==> src/rtl/mult_seq_if.sv <==
// Handshake/operand bundle between the EX-stage ALU (master) and the
// sequential multiplier (slave).
interface mult_seq_if #(
  parameter int WIDTH = 32
);
  logic               signed_mult;
  logic [WIDTH-1:0]   opdata1;
  logic [WIDTH-1:0]   opdata2;
  logic               start;
  logic               annul;
  logic [2*WIDTH-1:0] result;
  logic               ready;

  modport master (
    output signed_mult, opdata1, opdata2, start, annul,
    input  result, ready
  );

  modport slave (
    input  signed_mult, opdata1, opdata2, start, annul,
    output result, ready
  );
endinterface

==> src/rtl/mult_seq.sv <==
// Radix-2 shift-add MULT/MULTU unit with start/ready/annul handshake.
// Optional early completion when the multiplier runs out of set bits: MULT_EARLY_TERM_EN.
module mult_seq #(
  parameter int WIDTH = 32
) (
  input  logic   clk,
  input  logic   rst,
  mult_seq_if.slave bus
);
  // state | meaning
  // IDLE  | waiting for start, captures operands
  // ZERO  | an operand was zero, product is 0
  // ON    | one shift-add iteration per edge
  // END   | result valid, waits for start to drop
  typedef enum logic [1:0] {IDLE, ZERO, ON, END} state_t;

  localparam int CW = $clog2(WIDTH);
  localparam logic [CW-1:0] LAST = CW'(WIDTH - 1);

  state_t             state, state_n;
  logic [2*WIDTH-1:0] mcand, mcand_n;
  logic [WIDTH-1:0]   mplier, mplier_n;
  logic [2*WIDTH-1:0] acc, acc_n;
  logic [CW-1:0]      cnt, cnt_n;
  logic               sign_r, sign_n;
  logic [2*WIDTH-1:0] result_q, result_n;
  logic               ready_q, ready_n;

  logic [WIDTH-1:0]   mag1, mag2;
  logic [2*WIDTH-1:0] acc_sum;
  logic [WIDTH-1:0]   mplier_sh;
  logic               done;

  assign bus.result = result_q;
  assign bus.ready  = ready_q;

  // Signed magnitudes: the most negative value maps onto its unsigned magnitude.
  assign mag1 = (bus.signed_mult && bus.opdata1[WIDTH-1]) ? -bus.opdata1 : bus.opdata1;
  assign mag2 = (bus.signed_mult && bus.opdata2[WIDTH-1]) ? -bus.opdata2 : bus.opdata2;

  assign acc_sum   = acc + (mplier[0] ? mcand : '0);
  assign mplier_sh = mplier >> 1;

`ifdef MULT_EARLY_TERM_EN
  assign done = (cnt == LAST) || (mplier_sh == '0);
`else
  assign done = (cnt == LAST);
`endif

  always_ff @(posedge clk) begin
    if (rst) begin
      state    <= IDLE;
      mcand    <= '0;
      mplier   <= '0;
      acc      <= '0;
      cnt      <= '0;
      sign_r   <= 1'b0;
      result_q <= '0;
      ready_q  <= 1'b0;
    end else begin
      state    <= state_n;
      mcand    <= mcand_n;
      mplier   <= mplier_n;
      acc      <= acc_n;
      cnt      <= cnt_n;
      sign_r   <= sign_n;
      result_q <= result_n;
      ready_q  <= ready_n;
    end
  end

  always_comb begin
    state_n  = state;
    mcand_n  = mcand;
    mplier_n = mplier;
    acc_n    = acc;
    cnt_n    = cnt;
    sign_n   = sign_r;
    result_n = result_q;
    ready_n  = ready_q;

    case (state)
      IDLE: begin
        if (bus.start && !bus.annul) begin
          sign_n   = bus.signed_mult & (bus.opdata1[WIDTH-1] ^ bus.opdata2[WIDTH-1]);
          mcand_n  = {{WIDTH{1'b0}}, mag1};
          mplier_n = mag2;
          acc_n    = '0;
          cnt_n    = '0;
          state_n  = (bus.opdata1 == '0 || bus.opdata2 == '0) ? ZERO : ON;
        end
      end

      ZERO: begin
        result_n = '0;
        if (bus.annul) begin
          ready_n = 1'b0;
          state_n = IDLE;
        end else begin
          ready_n = 1'b1;
          state_n = END;
        end
      end

      ON: begin
        if (bus.annul) begin
          acc_n    = '0;
          cnt_n    = '0;
          result_n = '0;
          ready_n  = 1'b0;
          state_n  = IDLE;
        end else begin
          acc_n    = acc_sum;
          mcand_n  = mcand << 1;
          mplier_n = mplier_sh;
          cnt_n    = cnt + 1'b1;
          if (done) begin
            result_n = sign_r ? -acc_sum : acc_sum;
            ready_n  = 1'b1;
            state_n  = END;
          end
        end
      end

      END: begin
        // Holding start keeps the result up so a stalled ALU cannot re-issue.
        if (bus.annul || !bus.start) begin
          result_n = '0;
          ready_n  = 1'b0;
          state_n  = IDLE;
        end
      end

      default: begin
        result_n = '0;
        ready_n  = 1'b0;
        state_n  = IDLE;
      end
    endcase
  end
endmodule

==> src/flat_wrapper.sv <==
// flat-port wrapper written by rule: the top's interface ports become plain ports
module mult_seq_flat 
#(
  parameter int WIDTH = 32
)
  (clk, rst, bus_signed_mult, bus_opdata1, bus_opdata2, bus_start, bus_annul, bus_result, bus_ready);
  mult_seq_if #(.WIDTH(WIDTH)) bus_i ();
  input  logic clk;
  input  logic rst;
  input wire logic [$bits(bus_i.signed_mult)-1:0] bus_signed_mult;
  input wire logic [$bits(bus_i.opdata1)-1:0] bus_opdata1;
  input wire logic [$bits(bus_i.opdata2)-1:0] bus_opdata2;
  input wire logic [$bits(bus_i.start)-1:0] bus_start;
  input wire logic [$bits(bus_i.annul)-1:0] bus_annul;
  output wire logic [$bits(bus_i.result)-1:0] bus_result;
  output wire logic [$bits(bus_i.ready)-1:0] bus_ready;
  assign bus_i.signed_mult = bus_signed_mult;
  assign bus_i.opdata1 = bus_opdata1;
  assign bus_i.opdata2 = bus_opdata2;
  assign bus_i.start = bus_start;
  assign bus_i.annul = bus_annul;
  assign bus_result = bus_i.result;
  assign bus_ready = bus_i.ready;
  mult_seq #(.WIDTH(WIDTH)) u_core (.clk(clk), .rst(rst), .bus(bus_i));
endmodule
==> config.mk <==
export PLATFORM = sky130hd
export DESIGN_NAME = mult_seq_flat
export DESIGN_NICKNAME = d
export VERILOG_FILES = /design/src/rtl/mult_seq_if.sv /design/src/rtl/mult_seq.sv /design/src/flat_wrapper.sv
export SDC_FILE = /design/constraint.sdc
export NUM_CORES = 1
export LEC_CHECK = 0
export ABC_AREA = 1
export BUFFER_PORTS_ARGS = -buffer_cell sky130_fd_sc_hd__buf_2
export CORE_AREA = 5 5 190 192
export DETAILED_ROUTE_END_ITERATION = 16
export DIE_AREA = 0 0 195 197
export PLACE_DENSITY_LB_ADDON = 0.15
export SLEW_MARGIN = 20
export SYNTH_ARGS = -nofsm -noshare
export SYNTH_HDL_FRONTEND = slang
export SYNTH_SLANG_ARGS = --single-unit
==> constraint.sdc <==
create_clock -name clk -period 3.3 [get_ports clk]
set_clock_uncertainty 0.05 [all_clocks]
set_input_delay 0.495 -clock clk [delete_from_list [all_inputs] [get_ports clk]]
set_output_delay 0.495 -clock clk [all_outputs]
set_load 0.01 [all_outputs]
## Yosys cells after proc, flatten, opt, wreduce, memory -nomap -nowiden

Index checks and enable logic that the tools add are counted.
W data, S select, Z words.

| storage, ports and cells | value |
|---|---|
| bits in registers | 233 |
| input bits | 69 |
| logic and storage cells | 72 |

| cells by class | value |
|---|---|
| $add $sub $neg | 5 |
| equal/unequal tests | 8 |
| mux-type cells | 32 |
| bitwise gates (word level) | 2 |
| reduce and logical (&&, ||, !) cells | 17 |

Operators with widths:

| cell | number |
|---|---|
| $mux W64 | 9 |
| $pmux W64 S2 | 2 |
| $pmux W64 S3 | 1 |
| $mux W32 | 4 |
| $add A64 B64 Y64 | 1 |
| $logic_not A32 Y1 | 2 |
| $neg A32 Y32 | 2 |
| $neg A64 Y64 | 1 |
| $pmux W32 S2 | 1 |
| $mux W2 | 6 |
| $mux W5 | 2 |
| $pmux W5 S2 | 1 |
| $reduce_and A3 Y1 | 3 |
| $pmux W2 S4 | 1 |
| $add A5 B1 Y5 const B | 1 |
| $eq A5 B5 Y1 const B | 1 |
| $eq A2 B2 Y1 const B | 2 |
| $mux W1 | 4 |
| $ne A2 B1 Y1 const B | 2 |
| $reduce_and A2 Y1 | 2 |
| $logic_and A1 B1 Y1 | 3 |
| $ne A3 B2 Y1 const B | 1 |
| $pmux W1 S3 | 1 |
| $reduce_bool A3 Y1 | 1 |
| other kinds (8) | 10 |

## Logic depth before layout (Yosys ltp)

| depth | value |
|---|---|
| depth in word-level cells | 7 |
| depth in mapped cells | 30 |

## Worst setup path before layout

OpenSTA, ideal clock, no wires.

| timing path | value |
|---|---|
| kind | reg2reg |
| start point | register u_core.mplier[0] |
| end point | register u_core.result_q[63] (netlist: u_core.bus.result[63]) |
| library setup time | 0.132 ns |
| arrival | 3.289 ns |
| data required time | 3.118 ns |
| slack | -0.171 ns |
| stages on the path, launching flop included | 23 |
| path through | dfxtp_1 clkbuf_1 clkbuf_1 nand2_1 inv_1 ha_1 inv_1 fa_1 nand2_1 a21oi_1 nand3_1 nor2_1 nand3_2 nor2_4 nand3_2 nor2_4 nand3_2 nor3_1 nand2_1 nand2_1 nand3_1 nand3_1 a21oi_1 |

| on the way | value |
|---|---|
| longest elaborated chain between the ends | 7 |

RTL lines:

| element | RTL line | RTL |
|---|---|---|
| from (decl) | mult_seq.sv:22 | `logic [WIDTH-1:0] mplier, mplier_n;` |
| from (signal assigned) | mult_seq.sv:63 | `mplier <= mplier_n;` |
| $mux W64 (*) | mult_seq.sv:41 | `assign acc_sum = acc + (mplier[0] ? mcand : '0);` |
| $add A64 B64 Y64 (*) | mult_seq.sv:41 |  |
| $neg A64 Y64 | mult_seq.sv:118 | `result_n = sign_r ? -acc_sum : acc_sum;` |
| $mux W64 (*) | mult_seq.sv:118 |  |
| $mux W64 (*) | mult_seq.sv:117 | `if (done) begin` |
| $mux W64 (*) | mult_seq.sv:106 | `if (bus.annul) begin` |
| $pmux W64 S3 (*) | mult_seq.sv:82 | `case (state)` |
| to (signal assigned) | mult_seq.sv:67 | `result_q <= result_n;` |
| to (decl) | mult_seq.sv:26 | `logic [2*WIDTH-1:0] result_q, result_n;` |

Mark *: on every way between the ends. The rest lies on a longest branch, timed or not. The select of a mux whose other input is x is not followed.
A chain may end at the register's enable or synchronous reset.

## Worst setup path in the final report

| timing path | value |
|---|---|
| start point | register u_core.mplier[0] |
| end point | register u_core.result_q[43] (netlist: u_core.bus.result[43]) |

The elaborated chain is that of the path after synthesis.

==> flow_summary.toml <==
[logic_synthesis]
synth.distinct_cells = 50
ys_ff_latch = 233
synthTopCellsByArea = "nand2_1, dfxtp_1, a21oi_1, inv_1, nor2_1"
seq_area_frac_synth_pct = 24.7
synth.top_cell.area_share_pct = 25.7
post_synth.cell_area_avg_um2 = 5.64
syn_area_mm2 = 0.0189
synth_edf_count = 0
yosys_warnings = 0
yosys.area.top_type = "nand2_1"
async_reset_ff_share_pct = 0
synthesis.nets = 3490
ys.flop_type = "dfxtp_1"
synthCells = 3349

[clocking]
insertion_delay_ns = 0.59
cts_tree = "built"
cts-root-buf = "clkbuf_16"
cts_sinks = 233
postCtsHoldBufs = 0
htree_levels = 1
clk_pin_slew_ns = 0.06
cts_inserted_buffers = 27
clockBufferDepth = 3

[worst_setup_path]
worst_path_max_delay_cell = "dfxtp_4"
worstSetupEndpointType = "flop"
cp-start-kind = "flop"
crit_buf_inv = 6
critPathMaxStageDelay_ns = 0.39
path_max_fanout = 7
critPathTopFamily = "simple AND/OR/NAND/NOR gates"
crit_top_cell = "nand2_1"
cp.arrival_ns = 4.04
crit_required_ns = 3.68
crit_type = "flop to flop"

[die]
top_level_ports = 134
dieArea_mm2 = 0.0384
initial_utilization_pct = 55.2
num_rows = 68
die_h_um = 197
die_w_um = 195
core_region_area_mm2 = 0.0342

[status]
status = "finished, violations left"
failed_checks = "setup timing"

[detailed_routing]
routed_via_density = 5.61
first_pass_iters = 7
drt-wirelength-per-cell_um = 18.3
drtIter0Drc = 2632
wirelength_um = 80800
antenna_left = 0
drc_errors = 0
vias = 24800

[global_route]
grt_pass1_wl_um = 118000
overflow = 0
grt_pass1_vias = 22400
antenna_found_initial = 1
track_usage_pct = 37.8
grt_max_degree = 112

[placed_design]
gp_congestion = 1.06
dp_hpwl_um = 59200
portBuffers = 133
placed_area_mm2 = 0.0235

[sta]
hold_ws_ns = 0.199
timing.final.crit_share_pct = 111
setup_violations = 45
hold_violations = 0
max_freq_ghz = 0.273
grt_setup_unrepaired = "yes"
setup_ws_ns = -0.359
slew_violations = 0
fin_crit_ns = 3.66
worst_slew_pin_slew_ns = 1.07
relSlewSlack_pct = 28.4

[hold_path]
min-delay-path-class = "input pin to flop"

[power]
internal_power_mw = 7.05
max-vdd-ir-drop_mv = 0.825
power.leakage_nw = 13.8
combPwrFrac_pct = 46.6
powerDensity_mw_per_mm2 = 450
p_seq_share_pct = 27.3
pwr-share-clk_pct = 26.1
switching_share_pct = 42.1
switchingPower_mw = 5.14

[finish]
nets = 4084
areaGrowthSynthToFinish_pct = 43.6
antennaDiodeCount = 0
drive_gt1_share_pct = 31.3
most-common-layout-cells = "nand2_1, buf_4, inv_1"
design_area_mm2 = 0.0271
fillers = 2564
layout_commonest_cell = "nand2_1"

[run]
max_cap_viol_count = 0
## stage by stage
step	power [mW]	setup slack [ns]	std cells	TNS, ns	utilization [%]
finish	12.2	-0.359	4416	-9.89	79.2
global route	12.6	-0.489	4416	-16.55	79.2
CTS	11.5	-0.266	4388	-5.80	74.4
detailed placement	7.87	-0.812	4318	-22.68	68.6
global placement	7.74	-0.727	4318	-19.29	68.6
floorplan	5.90	0.0177	3349	0	-
## routing by layer
layer,wire (um),vias up,part of all wire (%),track usage [%]
li1,-,11700,-,-
met1,32900,11400,41,50.8
met2,35500,1345,44,61.3
met3,7680,282,9.5,5.49
met4,4660,0,5.8,15.9
met5,0,-,0,0
## layout make-up
| type | instances | area [um^2] | share of cell area [%] |
|---|---|---|---|
| Sequential cell | 233 | 4670 | 17.2 |
| Multi-Input combinational cell | 2526 | 14200 | 52.4 |
| Timing Repair Buffer | 670 | 4930 | 18.2 |
| Inverter | 485 | 1820 | 6.73 |
| Tap cell | 455 | 569 | 2.10 |
| Clock inverter | 11 | 163 | 0.600 |
| Clock buffer | 36 | 739 | 2.73 |
## worst register-to-register path: stages (launching register included)
cell and delay (ns):
dfxtp_4 0.39, nand2_1 0.06, inv_1 0.06, ha_2 0.19
inv_2 0.04, fa_2 0.36, inv_2 0.12, nand3_4 0.09
nand2_4 0.12, buf_4 0.12, nand3_2 0.09, buf_4 0.15
nand4_1 0.09, nand2_2 0.12, nor2_1 0.17, nand3_2 0.13
nor2_4 0.14, nand3_4 0.15, nor2_4 0.15, nand2_4 0.11
o21ai_4 0.28, inv_1 0.07, nand2_1 0.06, nand2_1 0.06
nand2_1 0.11, a21oi_2 0.06
## power groups by stage
stage | sequential (mW) | combinational (mW) | clock, mW
after floorplan | 3.26 | 2.64 | 0
after global placement | 3.35 | 4.39 | 0
after detailed placement | 3.35 | 4.52 | 0
after CTS | 3.30 | 5.04 | 3.17
after global routing | 3.33 | 6.00 | 3.32
final | 3.33 | 5.69 | 3.18
## path summary, 6_finish.rpt
kind                              from                     to  slack (ns)  cells past startpoint
hold reg to reg   u_core.bus.result[9]   u_core.bus.result[9]        0.41                      2
hold / removal          bus_opdata1[0]        u_core.mcand[0]        0.20                      3
setup reg to reg      u_core.mplier[0]  u_core.bus.result[43]       -0.36                     25
setup / recovery      u_core.mplier[0]  u_core.bus.result[43]       -0.36                     25
## kinds of logic after synthesis
| group | Yosys count | synth area share [%] |
|---|---|---|
| fa+ha+maj | 72 | 4.81 |
| simple gates | 1867 | 40.7 |
| compound gates | 534 | 15.3 |
| buf+inv | 590 | 12.0 |
| flops | 233 | 24.7 |
| xor+xnor | 53 | 2.50 |
## sequential cells by signal (all words and copies together), names as in the netlist
| name | flops |
|---|---|
| u_core.acc | 64 |
| u_core.bus.result | 64 |
| u_core.mcand | 64 |
| u_core.mplier | 32 |
| u_core.cnt | 5 |
| u_core.state | 2 |
| u_core.bus.ready | 1 |
| u_core.sign_r | 1 |
## synth_stat cells (5+ instances only)
cell type / number
nand3b_1: 14
and2_1: 5
buf_4: 6
inv_2: 20
inv_1: 461
nor3_1: 33
o21bai_1: 6
buf_1: 13
nand2_1: 1290
o211ai_1: 41
xnor2_1: 9
xor2_1: 43
buf_2: 5
nand3_2: 10
nand4_1: 29
nor4_1: 6
nand2_2: 25
ha_1: 71
nor2_4: 5
nor2_1: 256
dfxtp_1: 233
o21ai_0: 101
nor2_2: 19
nand3_1: 167
o31ai_1: 8
clkbuf_1: 78
a21oi_1: 352
## timing repair
item | 4_1_cts | 5_1_grt
resized for setup | 232 | 357
setup endpoints to repair | 51 | 53
pin swaps | 44 | 73
gates cloned | 0 | 1
buffers inserted | 23 | 27
(Power assumes the default switching activity.)
